**src/rtl/wb_port_arbiter.sv**
```systemverilog
// Register-file write-port arbiter: primary writeback has priority, and secondary results
// wait in a small FIFO with an anti-starvation override. The write-port controls are registered.
module wb_port_arbiter #(
    parameter int SQ_DEPTH = 2,
    parameter int MAX_WAIT = 3
) (
    input  logic        CLK,
    input  logic        RST,
    input  logic        p_valid,
    output logic        p_ready,
    input  logic        p_DBDataSrc,
    input  logic [31:0] p_result,
    input  logic [31:0] p_DataOut,
    input  logic [4:0]  p_rd,
    input  logic        s_valid,
    output logic        s_ready,
    input  logic [4:0]  s_rd,
    input  logic [31:0] s_data,
    output logic        RegWre,
    output logic [4:0]  WriteReg,
    output logic [31:0] DB,
    output logic        wb_src,
    output logic [2:0]  sq_count
);

    typedef enum logic [1:0] {
        GNT_IDLE,
        GNT_PRI,
        GNT_SEC
    } grant_t;

    localparam logic [1:0] LAST_IDX = 2'(SQ_DEPTH - 1);

    logic [4:0]  rd_mem   [SQ_DEPTH];
    logic [31:0] data_mem [SQ_DEPTH];
    logic [1:0]  wr_ptr;
    logic [1:0]  rd_ptr;
    logic [3:0]  wait_cnt;
    grant_t      grant;
    logic        force_sec;
    logic        push;
    logic        pop;

    assign s_ready   = (sq_count < 3'(SQ_DEPTH));
    assign push      = s_valid && s_ready;
    assign force_sec = (sq_count != '0) && (wait_cnt >= 4'(MAX_WAIT));
    assign p_ready   = !force_sec;
    assign pop       = (grant == GNT_SEC);

    always_comb begin
        grant = GNT_IDLE;
        if (force_sec)
            grant = GNT_SEC;
        else if (p_valid)
            grant = GNT_PRI;
        else if (sq_count != '0)
            grant = GNT_SEC;
    end

    // Storage is not reset: pointers and count alone define which entries are live.
    always_ff @(posedge CLK) begin
        if (push) begin
            rd_mem[wr_ptr]   <= s_rd;
            data_mem[wr_ptr] <= s_data;
        end
    end

    always_ff @(posedge CLK) begin
        if (RST) begin
            wr_ptr   <= '0;
            rd_ptr   <= '0;
            sq_count <= '0;
            wait_cnt <= '0;
            RegWre   <= 1'b0;
            WriteReg <= '0;
            DB       <= '0;
            wb_src   <= 1'b0;
        end else begin
            if (push)
                wr_ptr <= (wr_ptr == LAST_IDX) ? '0 : wr_ptr + 2'd1;
            if (pop)
                rd_ptr <= (rd_ptr == LAST_IDX) ? '0 : rd_ptr + 2'd1;

            case ({push, pop})
                2'b10:   sq_count <= sq_count + 3'd1;
                2'b01:   sq_count <= sq_count - 3'd1;
                default: sq_count <= sq_count;
            endcase

            if (pop || sq_count == '0)
                wait_cnt <= '0;
            else if (wait_cnt != '1)
                wait_cnt <= wait_cnt + 4'd1;

            case (grant)
                GNT_PRI: begin
                    RegWre   <= (p_rd != '0);
                    WriteReg <= p_rd;
                    DB       <= p_DBDataSrc ? p_DataOut : p_result;
                    wb_src   <= 1'b0;
                end
                GNT_SEC: begin
                    RegWre   <= (rd_mem[rd_ptr] != '0);
                    WriteReg <= rd_mem[rd_ptr];
                    DB       <= data_mem[rd_ptr];
                    wb_src   <= 1'b1;
                end
                default: RegWre <= 1'b0;
            endcase
        end
    end

endmodule

```
**config.mk**
```make
export PLATFORM = sky130hd
export DESIGN_NAME = wb_port_arbiter
export DESIGN_NICKNAME = d
export VERILOG_FILES = /design/src/rtl/wb_port_arbiter.sv
export SDC_FILE = /design/constraint.sdc
export NUM_CORES = 1
export LEC_CHECK = 0
export ABC_AREA = 1
export ABC_CLOCK_PERIOD_IN_PS = 3460
export CAP_MARGIN = 20
export CORE_ASPECT_RATIO = 0.5
export CORE_UTILIZATION = 45
export DETAILED_ROUTE_END_ITERATION = 12
export PLACE_DENSITY = 0.76
export SLEW_MARGIN = 20
export SYNTH_ARGS = -nofsm -noshare
export SYNTH_HDL_FRONTEND = slang
export SYNTH_SLANG_ARGS = --single-unit
```
**constraint.sdc**
```tcl
create_clock -name CLK -period 3.46 [get_ports CLK]
set_input_delay 0.519 -clock CLK [delete_from_list [all_inputs] [get_ports CLK]]
set_output_delay 0.519 -clock CLK [all_outputs]
set_load 0.02 [all_outputs]
```
Word-level counts from Yosys, hierarchy flattened
Memory sizes are Yosys's and may differ from the RTL's. A register that Yosys moved wholly into a read port is not among the register bits.
Cells that the tools add are included.
{"block": "totals", "register_bits": 50, "ramBits": 74, "in_bits": 111, "output_inout_bits": 44, "word_cells": 52, "memories": 2}
{"block": "op_classes", "add_sub_neg": 5, "n_lt_le_gt_ge": 2, "eq_ne": 7, "n_mux": 17, "n_reduce_logical": 11}
{"name": "data_mem", "words": 2, "width": 32, "rd": 1, "rd_ports_with_merged_regs": 1, "wr": 1, "line_no": "35", "source": "logic [31:0] data_mem [SQ_DEPTH];"}
{"name": "rd_mem", "words": 2, "width": 5, "rd": 1, "rd_ports_with_merged_regs": 1, "wr": 1, "line_no": "34", "source": "logic [4:0] rd_mem [SQ_DEPTH];"}
{"cell": "32-bit one-hot mux with 2 select lines", "count": 1}
{"cell": "32-bit 2-to-1 mux", "count": 1}
{"cell": "2-bit 2-to-1 mux", "count": 5}
{"cell": "5-bit one-hot mux with 2 select lines", "count": 1}
{"cell": "5-bit nonzero test", "count": 2}
{"cell": "2-bit by 1-bit equality test with 1-bit output (second input constant)", "count": 4}
{"cell": "1-bit 2-to-1 mux", "count": 6}
{"cell": "3-bit one-hot mux with 2 select lines", "count": 1}
{"cell": "2-bit by 1-bit adder with 2-bit output (second input constant)", "count": 2}
{"cell": "4-bit by 1-bit adder with 4-bit output (second input constant)", "count": 1}
{"cell": "2-bit equality test (second input constant)", "count": 2}
{"cell": "4-bit by 2-bit greater-or-equal comparator with 1-bit output (second input constant)", "count": 1}
{"cell": "4-bit inequality test (second input constant)", "count": 1}
{"cell": "1-bit one-hot mux with 2 select lines", "count": 2}
{"cell": "2-bit nonzero test", "count": 2}
{"cell": "3-bit by 1-bit adder with 3-bit output (second input constant)", "count": 1}
{"cell": "3-bit zero test", "count": 1}
{"cell": "3-bit by 2-bit < comparator with 1-bit output (second input constant)", "count": 1}
{"cell": "3-bit nonzero test", "count": 1}
{"cell": "3-bit by 1-bit subtractor with 3-bit output (second input constant)", "count": 1}
{"cell": "1-bit logical AND", "count": 2}
{"cell": "2-bit OR reduction", "count": 1}
{"cell": "1-bit zero test", "count": 1}
{"cell": "1-bit logical OR", "count": 1}

Logic depth before layout (Yosys ltp)
{"block": "depth", "ltp_word": 7, "mapped_depth": 13, "depth_no_buf": 12}

Worst setup path before layout
Ideal clock, no wire load.
{"block": "synth_path", "path_kind": "reg2reg", "startpoint": "register sq_count[1]", "endpoint": "memory data_mem[0][0], enable pin", "setup_ps": 431, "t_arrival_ps": 2373, "setup_slack_ps": 656, "path_stages_with_launch": 4, "n_path_buf": 0, "period_less_slack_ps": 2804, "cell_sequence": "dfxtp_1 > nor2_4 > nand2_1 > nor2_1"}
{"block": "synth_via", "elab_chain_len": 4}
{"item": "start, declared", "line_no": "23", "source": "output logic [2:0] sq_count"}
{"item": "start signal, assigned", "line_no": "85", "source": "2'b10: sq_count <= sq_count + 3'd1;"}
{"item": "start signal, assigned", "line_no": "86", "source": "2'b01: sq_count <= sq_count - 3'd1;"}
{"item": "start signal, assigned", "line_no": "87", "source": "default: sq_count <= sq_count;"}
{"item": "3-bit by 2-bit < comparator with 1-bit output", "line_no": "44", "source": "assign s_ready = (sq_count < 3'(SQ_DEPTH));"}
{"item": "named net s_ready", "line_no": "16", "source": "output logic s_ready,"}
{"item": "1-bit logical AND", "line_no": "45", "source": "assign push = s_valid && s_ready;"}
{"item": "1-bit 2-to-1 mux", "line_no": "62", "source": "if (push) begin"}
{"item": "1-bit 2-to-1 mux (implied by the code)", "line_no": "64", "source": "data_mem[wr_ptr] <= s_data;"}
{"item": "end, declared", "line_no": "35"}
The timed path passes the listed nets, and every way through them passes these cells.

Final worst setup path
{"block": "layout_path", "startpoint": "register wait_cnt[0]", "endpoint": "output port p_ready"}
{"block": "layout_via", "elab_chain_len": 3}
{"item": "start, declared", "line_no": "38", "source": "logic [3:0] wait_cnt;"}
{"item": "start signal, assigned", "line_no": "93", "source": "wait_cnt <= wait_cnt + 4'd1;"}
{"item": "4-bit by 2-bit greater-or-equal comparator with 1-bit output", "line_no": "46", "source": "assign force_sec = (sq_count != '0) && (wait_cnt >= 4'(MAX_WAIT));"}
{"item": "1-bit logical AND", "line_no": "46"}
{"item": "1-bit zero test", "line_no": "47", "source": "assign p_ready = !force_sec;"}
{"item": "end, declared", "line_no": "10", "source": "output logic p_ready,"}
Every way passes these cells.

==> impl_metrics.ini <==
[run_status]
status = completed

[yosys]
synthCells = 598
yosysWarnings = 0
netlist_area_um2 = 5370
async_reset_ff_frac = 0
syn_area_per_cell_um2 = 8.98
ys_ff_latch = 123
yosysUniqueCellTypes = 29
synth_edf_count = 74
synth-seq-area-share = 0.596
synth_ff_type = edfxtp_1

[clock_network]
ctsHoldBuffers = 0
htreeDepth = 4
cts_made_buffers = 17
clock-sinks = 123
clkTransAtPathRegs_ns = 0.05
cts_max_path_buffers = 2
clk_latency_ns = 0.41
root_buffer = clkbuf_16
post_cts_resized = 0
postCtsSetupBuffers = 0
tritoncts = done

[min_path]
hold_end = wb_src
hp-start = wb_src
min_path_cells = 2
hp-class = reg2reg

[floorplanning]
placementRows = 27
die_h_um = 79.3
core_um2 = 11300
io_pins = 155
die_w_um = 157
die_area_um2 = 12400
initial_core_util = 0.475

[timing]
finalSetupTns_ns = 0
rsz0062_at_grt = false
hold_ws_ns = 0.466
timing.final.hold_violations = 0
clock-skew-final_ns = 0.00800
period_needed_ns = 2.33
post-route-period-util = 0.673
layout_setup_ws_ns = 1.13
slew_headroom = 0.305
worst_pin_slew_ns = 1.04
fmax_mhz = 429
setup_viol = 0
maxSlewViolCount = 0

[grt]
first_global_vias = 4467
grt-ovfl-total = 0
groute.usage.overall = 0.230
grt_start_max_net_pins = 65
antenna_found_initial = 0
grt_pass1_wl_mm = 21.5

[route]
drt_wl_total_mm = 13.4
postRouteAntennaNets = 0
drt_iter0_drc = 211
via_per_inst = 4.91
via_count = 4524
wire_per_inst_um = 14.6
drc_errors = 0
first_pass_iters = 5

[finish]
fin_util = 0.670
mostFrequentLayoutCell = nand2_1
final_layout_size_suffix_gt1_frac = 0.0696
post-route-cell-area_um2 = 7580
diodes = 0
fin_cells = 921
final_cell_mix = nand2_1 (222), clkdlybuf4s50_1 (153), edfxtp_1 (74), inv_1 (65), nand3_1 (56)
area_delta_synth_final_pct = 41.1
nets = 863
fill_cells = 884

[setup_path]
r2r_slack_ns = 1.17
rr_endpoint = sq_count[2]
path_max_fanout = 3
rr_worst_depth = 12
criticalPathCategory = reg2out
r2r-start = wait_cnt[0]
cp.required_ns = 2.94
worstSetupStartpointType = flip-flop
crit_start = wait_cnt[0]
cp.arrival_ns = 1.81
worstSetupEndpointType = output port

[place]
dp_cells = 889
place_congestion = 0.756
placed_cell_area_um2 = 7000
hpwlAfterDp_mm = 9.08
pre_cts_ws_ns = 0.789
numPortBuffers = 154

[pwr]
p_leak_nw = 3.23
powerDensity_nw_per_um2 = 778
power.total_mw = 5.90
peakVddDrop_v = 0.000415

[flow_run]
maxCapViolations = 0
==> cells in the mapped netlist, types with 2 or more instances <==
| cell type | n | area share |
|---|---|---|
| nand2_4 | 2 | 0.0042 |
| buf_2 | 14 | 0.013 |
| edfxtp_1 | 74 | 0.41 |
| nor2_4 | 3 | 0.0063 |
| inv_1 | 65 | 0.045 |
| clkbuf_1 | 5 | 0.0035 |
| o21ai_1 | 6 | 0.0056 |
| buf_4 | 4 | 0.0056 |
| o2111ai_1 | 14 | 0.023 |
| buf_1 | 2 | 0.0014 |
| nand2_1 | 222 | 0.16 |
| o21ai_0 | 28 | 0.026 |
| buf_6 | 5 | 0.010 |
| nand3_1 | 56 | 0.052 |
| inv_2 | 3 | 0.0021 |
| a21oi_1 | 27 | 0.025 |
| clkbuf_2 | 2 | 0.0019 |
| nor2_1 | 6 | 0.0042 |
| ha_1 | 2 | 0.0047 |
| dfxtp_1 | 49 | 0.18 |
==> critical path, stage by stage (launching register included) <==
cell and delay [ns]:
dfxtp_1 0.31, ha_1 0.23, inv_1 0.09, nand2_1 0.06, nand2_1 0.11, clkdlybuf4s50_1 0.61
==> per-layer routing <==
layer / up-vias / wire length, um / global-route usage
met5: - / 0 / 0
met4: 0 / 237 / 0.0980
met3: 24 / 816 / 0.0540
met2: 161 / 6750 / 0.406
met1: 2085 / 5610 / 0.271
li1: 2254 / - / -
==> area by class of cell <==
cell class | instances | area [um^2] | share of cell area
tap | 159 | 199 | 0.0262
multi-input combinational | 376 | 1740 | 0.229
inverter | 68 | 255 | 0.0337
sequential | 123 | 3200 | 0.423
timing repair buffer | 163 | 1600 | 0.212
clock inverter | 11 | 119 | 0.0157
clock buffer | 21 | 460 | 0.0607
==> where the power goes <==
part	internal, mW	switching (mW)
combinational	0.812	1.24
sequential	1.95	0.185
clock	1.09	0.622
total	3.85	2.04
==> how the worst max path moves through the flow <==
stage,to,cells past startpoint
after floorplan,data_mem[0][0],3
after global placement,sq_count[2],11
after detailed placement,sq_count[2],11
after CTS,p_ready,5
after global routing,sq_count[2],12
final,p_ready,5
==> kinds of logic (layout without fill, tap and decap cells) <==
| group | count (synthesis) | count (layout) | synth area share |
|---|---|---|---|
| buf+inv | 100 | 263 | 0.0834 |
| xor+xnor | 1 | 1 | 0.00163 |
| flops | 123 | 123 | 0.596 |
| simple gates | 294 | 294 | 0.228 |
| other cells | 1 | 2 | 0.000698 |
| fa+ha+maj | 3 | 3 | 0.00839 |
| compound gates | 76 | 76 | 0.0813 |
==> sequential cells by signal, indices dropped and copies added (netlist names), named ones only <==
name      flops
sq_count      3
rd_ptr        1
RegWre        1
wb_src        1
WriteReg      5
rd_mem       10
DB           32
wr_ptr        1
data_mem     64
wait_cnt      4
Note: power is estimated with default switching activity, not from simulation.
